<file path="config.mk">
export PLATFORM = sky130hd
export DESIGN_NAME = node_tag_issuer
export DESIGN_NICKNAME = d
export VERILOG_FILES = /design/src/rtl/node_tag_issuer.sv
export SDC_FILE = /design/constraint.sdc
export NUM_CORES = 2
export LEC_CHECK = 0
export CAP_MARGIN = 20
export CORE_AREA = 2 2 250 252
export DETAILED_ROUTE_END_ITERATION = 16
export DIE_AREA = 0 0 252 254
export GPL_TIMING_DRIVEN = 0
export PLACE_DENSITY = 0.73
export SETUP_SLACK_MARGIN = 0.5
export SYNTH_ARGS = -nofsm -noshare
export SYNTH_HDL_FRONTEND = slang
export SYNTH_SLANG_ARGS = --single-unit
</file>
<file path="constraint.sdc">
create_clock -name clk -period 5.8 [get_ports clk]
set_clock_uncertainty 0.2 [all_clocks]
set_input_delay 0.58 -clock clk [delete_from_list [all_inputs] [get_ports clk]]
set_output_delay 0.58 -clock clk [all_outputs]
set_load 0.02 [all_outputs]
</file>
<file path="src/rtl/node_tag_issuer.sv">
// node_tag_issuer
// Transmit side of the tensor-core common bus. Accepts one strided-transfer
// command at a time, reads A/B block pairs from the scratchpad and presents
// them as tagged beats on the tagA/tagB/d0/d1 bus. Read data comes back one
// cycle after the strobe and lands in an output register, with a single-entry
// skid buffer behind it so that a read already in flight when the bus stalls
// is never lost. An empty output register always shows the NULL tag, so
// stripes can never latch from an idle bus.
module node_tag_issuer #(
    parameter int data_width  = 16,
    parameter int block_width = 128,
    parameter int tag_width   = 16,
    parameter int count_width = 12,
    parameter int addr_width  = 10
) (
    input  logic                   clk,
    input  logic                   rst,
    input  logic                   cmd_valid,
    output logic                   cmd_ready,
    input  logic [tag_width-1:0]   cmd_tag_a,
    input  logic [tag_width-1:0]   cmd_stride_a,
    input  logic [tag_width-1:0]   cmd_tag_b,
    input  logic [tag_width-1:0]   cmd_stride_b,
    input  logic [count_width-1:0] cmd_count,
    output logic                   mem_rd_en,
    output logic [addr_width-1:0]  mem_addr_a,
    output logic [addr_width-1:0]  mem_addr_b,
    input  logic [block_width-1:0] mem_data_a,
    input  logic [block_width-1:0] mem_data_b,
    input  logic                   bus_stall,
    output logic                   bus_valid,
    output logic [tag_width-1:0]   tagA_OUT,
    output logic [tag_width-1:0]   tagB_OUT,
    output logic [block_width-1:0] d0_OUT,
    output logic [block_width-1:0] d1_OUT,
    output logic                   done,
    output logic                   err_null_tag
);

    localparam int lanes = block_width / data_width;
    localparam logic [tag_width-1:0] null_tag = {tag_width{1'b1}};

    typedef enum logic [1:0] {
        ST_IDLE,
        ST_ISSUE,
        ST_DRAIN
    } state_t;

    state_t state_reg;
    state_t state_next;

    // Command context: running tags, strides and beats still to generate.
    logic [tag_width-1:0]   tag_a_reg;
    logic [tag_width-1:0]   tag_b_reg;
    logic [tag_width-1:0]   stride_a_reg;
    logic [tag_width-1:0]   stride_b_reg;
    logic [count_width-1:0] remaining_reg;
    logic                   err_reg;
    logic                   done_zero_reg;

    // Tags travelling alongside the outstanding scratchpad read.
    logic                   pipe_valid_reg;
    logic [tag_width-1:0]   pipe_tag_a_reg;
    logic [tag_width-1:0]   pipe_tag_b_reg;

    // Output register and skid buffer tag halves (data halves live per lane).
    logic                   out_valid_reg;
    logic                   out_valid_next;
    logic [tag_width-1:0]   out_tag_a_reg;
    logic [tag_width-1:0]   out_tag_b_reg;
    logic                   skid_valid_reg;
    logic                   skid_valid_next;
    logic [tag_width-1:0]   skid_tag_a_reg;
    logic [tag_width-1:0]   skid_tag_b_reg;

    logic cmd_accept;
    logic issue_slot;
    logic cur_null;
    logic read_fire;
    logic out_free;
    logic pipeline_empty;
    logic drain_done;
    logic skid_to_out;
    logic pipe_to_out;
    logic pipe_to_skid;

    // A beat slot is consumed only when the bus is moving and the skid is
    // empty; that guarantees the skid has room for the read it launches.
    assign cmd_accept     = (state_reg == ST_IDLE) && cmd_valid;
    assign issue_slot     = (state_reg == ST_ISSUE) && !bus_stall && !skid_valid_reg;
    assign cur_null       = (tag_a_reg == null_tag) || (tag_b_reg == null_tag);
    assign read_fire      = issue_slot && !cur_null;
    assign out_free       = !out_valid_reg || !bus_stall;
    assign pipeline_empty = !out_valid_reg && !skid_valid_reg && !pipe_valid_reg;

    assign cmd_ready    = (state_reg == ST_IDLE);
    assign mem_rd_en    = read_fire;
    assign mem_addr_a   = tag_a_reg[addr_width-1:0];
    assign mem_addr_b   = tag_b_reg[addr_width-1:0];
    assign done         = done_zero_reg || drain_done;
    assign err_null_tag = err_reg;

    assign bus_valid = out_valid_reg;
    assign tagA_OUT  = out_valid_reg ? out_tag_a_reg : null_tag;
    assign tagB_OUT  = out_valid_reg ? out_tag_b_reg : null_tag;

    // State register.
    always_ff @(posedge clk) begin
        if (rst) begin
            state_reg <= ST_IDLE;
        end else begin
            state_reg <= state_next;
        end
    end

    // Next-state logic; the drain-complete pulse is the cycle we leave DRAIN.
    always_comb begin
        state_next = state_reg;
        drain_done = 1'b0;
        case (state_reg)
            ST_IDLE: begin
                if (cmd_valid && (cmd_count != '0)) begin
                    state_next = ST_ISSUE;
                end
            end
            ST_ISSUE: begin
                if (issue_slot && (remaining_reg == count_width'(1))) begin
                    state_next = ST_DRAIN;
                end
            end
            ST_DRAIN: begin
                if (pipeline_empty) begin
                    drain_done = 1'b1;
                    state_next = ST_IDLE;
                end
            end
            default: begin
                state_next = ST_IDLE;
            end
        endcase
    end

    // Latch the command on accept, then step tags and count once per slot.
    always_ff @(posedge clk) begin
        if (rst) begin
            tag_a_reg     <= null_tag;
            tag_b_reg     <= null_tag;
            stride_a_reg  <= '0;
            stride_b_reg  <= '0;
            remaining_reg <= '0;
            err_reg       <= 1'b0;
            done_zero_reg <= 1'b0;
        end else begin
            done_zero_reg <= cmd_accept && (cmd_count == '0);
            if (cmd_accept) begin
                tag_a_reg     <= cmd_tag_a;
                tag_b_reg     <= cmd_tag_b;
                stride_a_reg  <= cmd_stride_a;
                stride_b_reg  <= cmd_stride_b;
                remaining_reg <= cmd_count;
                err_reg       <= 1'b0;
            end else if (issue_slot) begin
                tag_a_reg     <= tag_a_reg + stride_a_reg;
                tag_b_reg     <= tag_b_reg + stride_b_reg;
                remaining_reg <= remaining_reg - count_width'(1);
                if (cur_null) begin
                    err_reg <= 1'b1;
                end
            end
        end
    end

    // Carry the tags of the outstanding read so they meet its data.
    always_ff @(posedge clk) begin
        if (rst) begin
            pipe_valid_reg <= 1'b0;
            pipe_tag_a_reg <= null_tag;
            pipe_tag_b_reg <= null_tag;
        end else begin
            pipe_valid_reg <= read_fire;
            if (read_fire) begin
                pipe_tag_a_reg <= tag_a_reg;
                pipe_tag_b_reg <= tag_b_reg;
            end
        end
    end

    // Routing of returning data: the skid always refills the output first so
    // beat order is kept; fresh data goes to the output only when the skid is
    // empty and the output is free, otherwise it parks in the skid.
    always_comb begin
        skid_to_out  = skid_valid_reg && out_free;
        pipe_to_out  = pipe_valid_reg && out_free && !skid_valid_reg;
        pipe_to_skid = pipe_valid_reg && !pipe_to_out;
        if (out_free) begin
            out_valid_next = skid_valid_reg || pipe_valid_reg;
        end else begin
            out_valid_next = 1'b1;
        end
        skid_valid_next = pipe_to_skid || (skid_valid_reg && !skid_to_out);
    end

    // Output and skid valid flags plus their tags.
    always_ff @(posedge clk) begin
        if (rst) begin
            out_valid_reg  <= 1'b0;
            out_tag_a_reg  <= null_tag;
            out_tag_b_reg  <= null_tag;
            skid_valid_reg <= 1'b0;
            skid_tag_a_reg <= null_tag;
            skid_tag_b_reg <= null_tag;
        end else begin
            out_valid_reg  <= out_valid_next;
            skid_valid_reg <= skid_valid_next;
            if (skid_to_out) begin
                out_tag_a_reg <= skid_tag_a_reg;
                out_tag_b_reg <= skid_tag_b_reg;
            end else if (pipe_to_out) begin
                out_tag_a_reg <= pipe_tag_a_reg;
                out_tag_b_reg <= pipe_tag_b_reg;
            end
            if (pipe_to_skid) begin
                skid_tag_a_reg <= pipe_tag_a_reg;
                skid_tag_b_reg <= pipe_tag_b_reg;
            end
        end
    end

    // Per-element data path: each lane of d0/d1 has its own output and skid
    // register, all steered by the shared routing decisions above.
    generate
        for (genvar gi = 0; gi < lanes; gi++) begin : g_lane
            logic [data_width-1:0] out_a_reg;
            logic [data_width-1:0] out_b_reg;
            logic [data_width-1:0] skid_a_reg;
            logic [data_width-1:0] skid_b_reg;

            // Load this lane from the skid or from the scratchpad return.
            always_ff @(posedge clk) begin
                if (rst) begin
                    out_a_reg  <= '0;
                    out_b_reg  <= '0;
                    skid_a_reg <= '0;
                    skid_b_reg <= '0;
                end else begin
                    if (skid_to_out) begin
                        out_a_reg <= skid_a_reg;
                        out_b_reg <= skid_b_reg;
                    end else if (pipe_to_out) begin
                        out_a_reg <= mem_data_a[gi*data_width +: data_width];
                        out_b_reg <= mem_data_b[gi*data_width +: data_width];
                    end
                    if (pipe_to_skid) begin
                        skid_a_reg <= mem_data_a[gi*data_width +: data_width];
                        skid_b_reg <= mem_data_b[gi*data_width +: data_width];
                    end
                end
            end

            assign d0_OUT[gi*data_width +: data_width] = out_a_reg;
            assign d1_OUT[gi*data_width +: data_width] = out_b_reg;
        end
    endgenerate

endmodule

</file>
Yosys cells after proc, flatten, opt, wreduce, memory -nomap -nowiden
Cells that the tools add are included.
{"block": "word_totals", "reg_bits": 691, "input_bits": 336, "out_inout_bits": 313, "wordCells": 145}
{"block": "op_classes", "add_sub_neg": 3, "n_eq_ne": 8, "muxes": 51, "n_reduce_logical": 34}
{"cell": "16-bit two-way mux", "n": 42}
{"cell": "16-bit adder", "n": 2}
{"cell": "16-bit == test (second input constant)", "n": 2}
{"cell": "12-bit two-way mux", "n": 2}
{"cell": "1-bit logical AND", "n": 14}
{"cell": "12-bit by 1-bit == test with 1-bit output (second input constant)", "n": 1}
{"cell": "12-bit zero test", "n": 1}
{"cell": "12-bit nonzero test", "n": 1}
{"cell": "12-bit by 1-bit subtractor with 12-bit output (second input constant)", "n": 1}
{"cell": "1-bit zero test", "n": 7}
{"cell": "2-bit two-way mux", "n": 3}
{"cell": "2-bit case mux with 3 select lines", "n": 1}
{"cell": "1-bit logical OR", "n": 5}
{"cell": "2-bit by 1-bit inequality test with 1-bit output (second input constant)", "n": 2}
{"cell": "2-bit nonzero test", "n": 2}
{"cell": "1-bit two-way mux", "n": 3}
{"cell": "3-bit AND reduction", "n": 1}
{"cell": "2-bit by 1-bit == test with 1-bit output (second input constant)", "n": 1}
{"cell": "2-bit == test (second input constant)", "n": 1}
{"cell": "2-bit zero test", "n": 1}
{"cell": "2-bit inequality test (second input constant)", "n": 1}
{"cell": "2-bit AND reduction", "n": 1}
{"cell": "2-bit OR reduction", "n": 1}

Depth between registers and ports, before layout
{"block": "logic_depth", "ltp_word": 7, "ltp_mapped": 9, "depth_no_buf": 8}

Worst setup path after synthesis
Ideal clock, no wire load.
{"block": "synth_timing", "path_kind": "input -> output", "from": "input bus_stall", "to": "output mem_rd_en", "arrival_time_ns": 1.958, "t_required_ns": 5.020, "slack_ns": 3.062, "stages": 5, "path_buffers": 3, "cell_sequence": "or4b_4 -> nor3_1 -> buf_2 -> buf_2 -> buf_2"}
{"block": "synth_via", "elab_chain_len": 4}
{"element": "start: declaration", "line": "30", "rtl": "input logic bus_stall,"}
{"element": "1-bit zero test", "line": "90", "rtl": "assign issue_slot = (state_reg == ST_ISSUE) && !bus_stall && !skid_valid_reg;"}
{"element": "1-bit logical AND (2 in a row)", "line": "90"}
{"element": "1-bit logical AND", "line": "92", "rtl": "assign read_fire = issue_slot && !cur_null;"}
{"element": "end: declaration", "line": "25", "rtl": "output logic mem_rd_en,"}
No other way between the ends.

Worst setup path in the final report
Same ends and word-level chain as after synthesis.

==> out/qor.txt <==
Outcome: completed
Setup TNS: 0 ns
Final period util: 73.1%
Clock transition at path regs: 0.06 ns
Switching share of power: 25.4%
Clock power frac: 44.4%
Crit-path max FO: 10
Slew @ Worst Pin: 1.19 ns
Post-CTS resize count: 0
Clock buffer depth: 3
Synth top area share: 50.2%
WP data arrival: 3.46 ns
Hold Crit Class: flip-flop to flip-flop
HPWL after DPL: 77.8 mm
Clock Tree Root: clkbuf_16
Vias: 28,000
Reg power frac: 43.7%
Largest net degree at the start of global routing: 14
Worst setup SP type: input port
Max_slew headroom: 20.9%
Syn Inst Count: 3,330
Cts hold-fix bufs: 0
Endpoints failing setup: 0
IO Port Bufs: 647
Chip width: 252 um
Initial antenna violation count: 24
Kind of capture point of the worst setup path: primary output
EDFF count, synth: 0
Drt pass-1 iters: 6
Final #Nets: 4,427
Cell area power density: 304 mW/mm^2
First-pass GRT wire length: 156 mm
Syn_area_per_cell: 8.28 um^2
Area contributors post-synth: dfxtp_1, nand2_1, a21oi_1
Via density: 5.69
RSZ-0062 raised after global routing: false
Initial Utilization: 45.0%
Final slew viol count: 0
#FFs+latches synth: 691
Sink Count: 691
Post-synthesis async set-or-reset flop share: 0%
Register area share after synthesis: 50.2%
Tmin final: 4.24 ns
Internal Dissipation: 0.00856 W
Share of post-route cells with drive strength above 1: 3.98%
Core area: 0.0613 mm^2
Lkg Pwr: 12.6 nW
Antenna-violating nets left: 0
Maximum VDD drop: 205 uV
Drt wl/cell: 21.4 um
I/O Pins: 649
TritonCTS Buffers: 76
H-Tree Level Count: 3
Net Count, Synth: 3,700
Area Overhead vs Synth: 36.8%
Min Hold Slack: 0.248 ns
Post-CTS setup buffer count: 0
RD Place Congestion: 0.971
Routed WL: 106 mm
Clock latency at the later pin of the worst-skew pair: 0.62 ns
CTS tree: built
Die Area: 0.0640 mm^2
Gate power share: 11.8%
Iter 0 DRT Violations: 2,441
CP required: 5.02 ns
Drt drc: 0
Remaining Overflow, GRT: 0
Chip height: 254 um
Yosys warns: 0
# fillers: 5,442
Max_cap viols: 0
Number of unique standard cell types used by synthesis: 64
Total GRT Usage: 31.3%
Rows: 91
WS Path Type: input port to primary output
Final Hold Fails: 0
Fmax: 236 MHz
Area of the mapped netlist: 0.0276 mm^2
Number of global-route vias before repair: 26,400
Psw: 0.00292 W
Ys flop type: dfxtp_1
Area leader, netlist: dfxtp_1
-- worst paths after layout --
path                              end  cells after the start                    from  slack [ns]
min            g_lane[1].out_b_reg[5]                      2  g_lane[1].out_b_reg[5]        0.25
max                         mem_rd_en                      7               bus_stall        1.56
max reg2reg  g_lane[5].skid_b_reg[12]                      8               bus_valid        2.01
min reg2reg    g_lane[1].out_b_reg[5]                      2  g_lane[1].out_b_reg[5]        0.25
-- Yosys cell counts (4+ instances only) --
library cell	count
a211o_1	65
a21o_1	5
a21oi_1	595
a221oi_1	24
a31oi_1	4
buf_1	7
buf_2	6
buf_4	20
clkbuf_1	290
dfxtp_1	691
ha_1	32
inv_1	11
nand2_1	936
nand2b_1	39
nand3_1	15
nand3b_1	32
nand4_1	14
nor2_1	67
nor2b_1	33
nor3_1	20
nor4_1	8
o211ai_1	5
o21ai_0	41
o221ai_1	256
o22ai_1	32
o31ai_1	5
xnor2_1	13
xor2_1	12
-- power groups by stage --
stage          combinational, W  clock, W  sequential (W)
5_1_grt                 0.00146   0.00532         0.00502
4_1_cts                 0.00134   0.00514         0.00501
6_report                0.00136   0.00510         0.00502
3_5_place_dp            0.00133         0         0.00511
3_3_place_gp            0.00133         0         0.00511
2_1_floorplan          0.000645         0         0.00512
-- metrics by stage --
step / instances / util, % / instance area (um^2) / setup WS, ns / power [W]
2_1_floorplan: 3330 / - / 27600 / 3.06 / 0.00577
3_3_place_gp: 4767 / 57.2 / 35000 / 1.55 / 0.00644
3_5_place_dp: 4768 / 57.2 / 35000 / 1.55 / 0.00645
4_1_cts: 4907 / 61.5 / 37700 / 1.54 / 0.0115
5_1_grt: 4920 / 61.6 / 37700 / 1.40 / 0.0118
6_report: 4925 / 61.6 / 37700 / 1.56 / 0.0115
-- per-layer routing --
layer	part of all wire, %	GRT usage [%]
met5	0.10	0
met4	4.9	15.4
met3	9.6	10.2
met2	46	50.8
met1	39	37.5
-- critical path: stages --
cell	delay, ns
clkdlybuf4s50_1	0.53
or4b_4	0.63
nor3_1	0.28
buf_2	0.26
buf_2	0.24
buf_2	0.28
clkdlybuf4s50_1	0.65
-- final cells by class --
type	count	area (um^2)	area share, %
Sequential cell	691	13800	36.7
Multi-Input combinational cell	2303	12400	32.8
Timing Repair Buffer	649	6490	17.2
Clock buffer	108	2230	5.92
Buffer	325	1320	3.49
Tap cell	790	988	2.62
Clock inverter	31	405	1.07
Antenna cell	17	42.5	0.113
Inverter	11	41.3	0.109
-- placed cells by master, fill, tap and decap left out, types with 6 or more instances in the layout --
cell and instances:
nand2_1 936, dfxtp_1 691, clkdlybuf4s50_1 647, a21oi_1 595
clkbuf_1 303, o221ai_1 256, clkbuf_16 78, nor2_1 67
a211o_1 65, o21ai_0 41, nand2b_1 39, nor2b_1 33
o22ai_1 32, nand3b_1 32, ha_1 32, a221oi_1 24
buf_4 22, nor3_1 20, diode_2 17, clkbuf_8 17
nand3_1 15, clkinv_2 15, nand4_1 14, xnor2_1 13
xor2_1 12, inv_1 11, nor4_1 8, bufinv_16 8
buf_1 7, buf_2 6
-- kinds of logic (layout without fill, tap and decap cells) --
kind of cell,Yosys count,in the layout,synth area share [%]
compound gates,1063,1063,24.7
xor+xnor,25,25,0.794
fa+ha+maj,34,34,1.60
buf+inv,336,1124,4.93
flops,691,691,50.2
mux,3,3,0.109
other cells,0,17,0
simple gates,1178,1178,17.7
(Power assumes the default switching activity.)
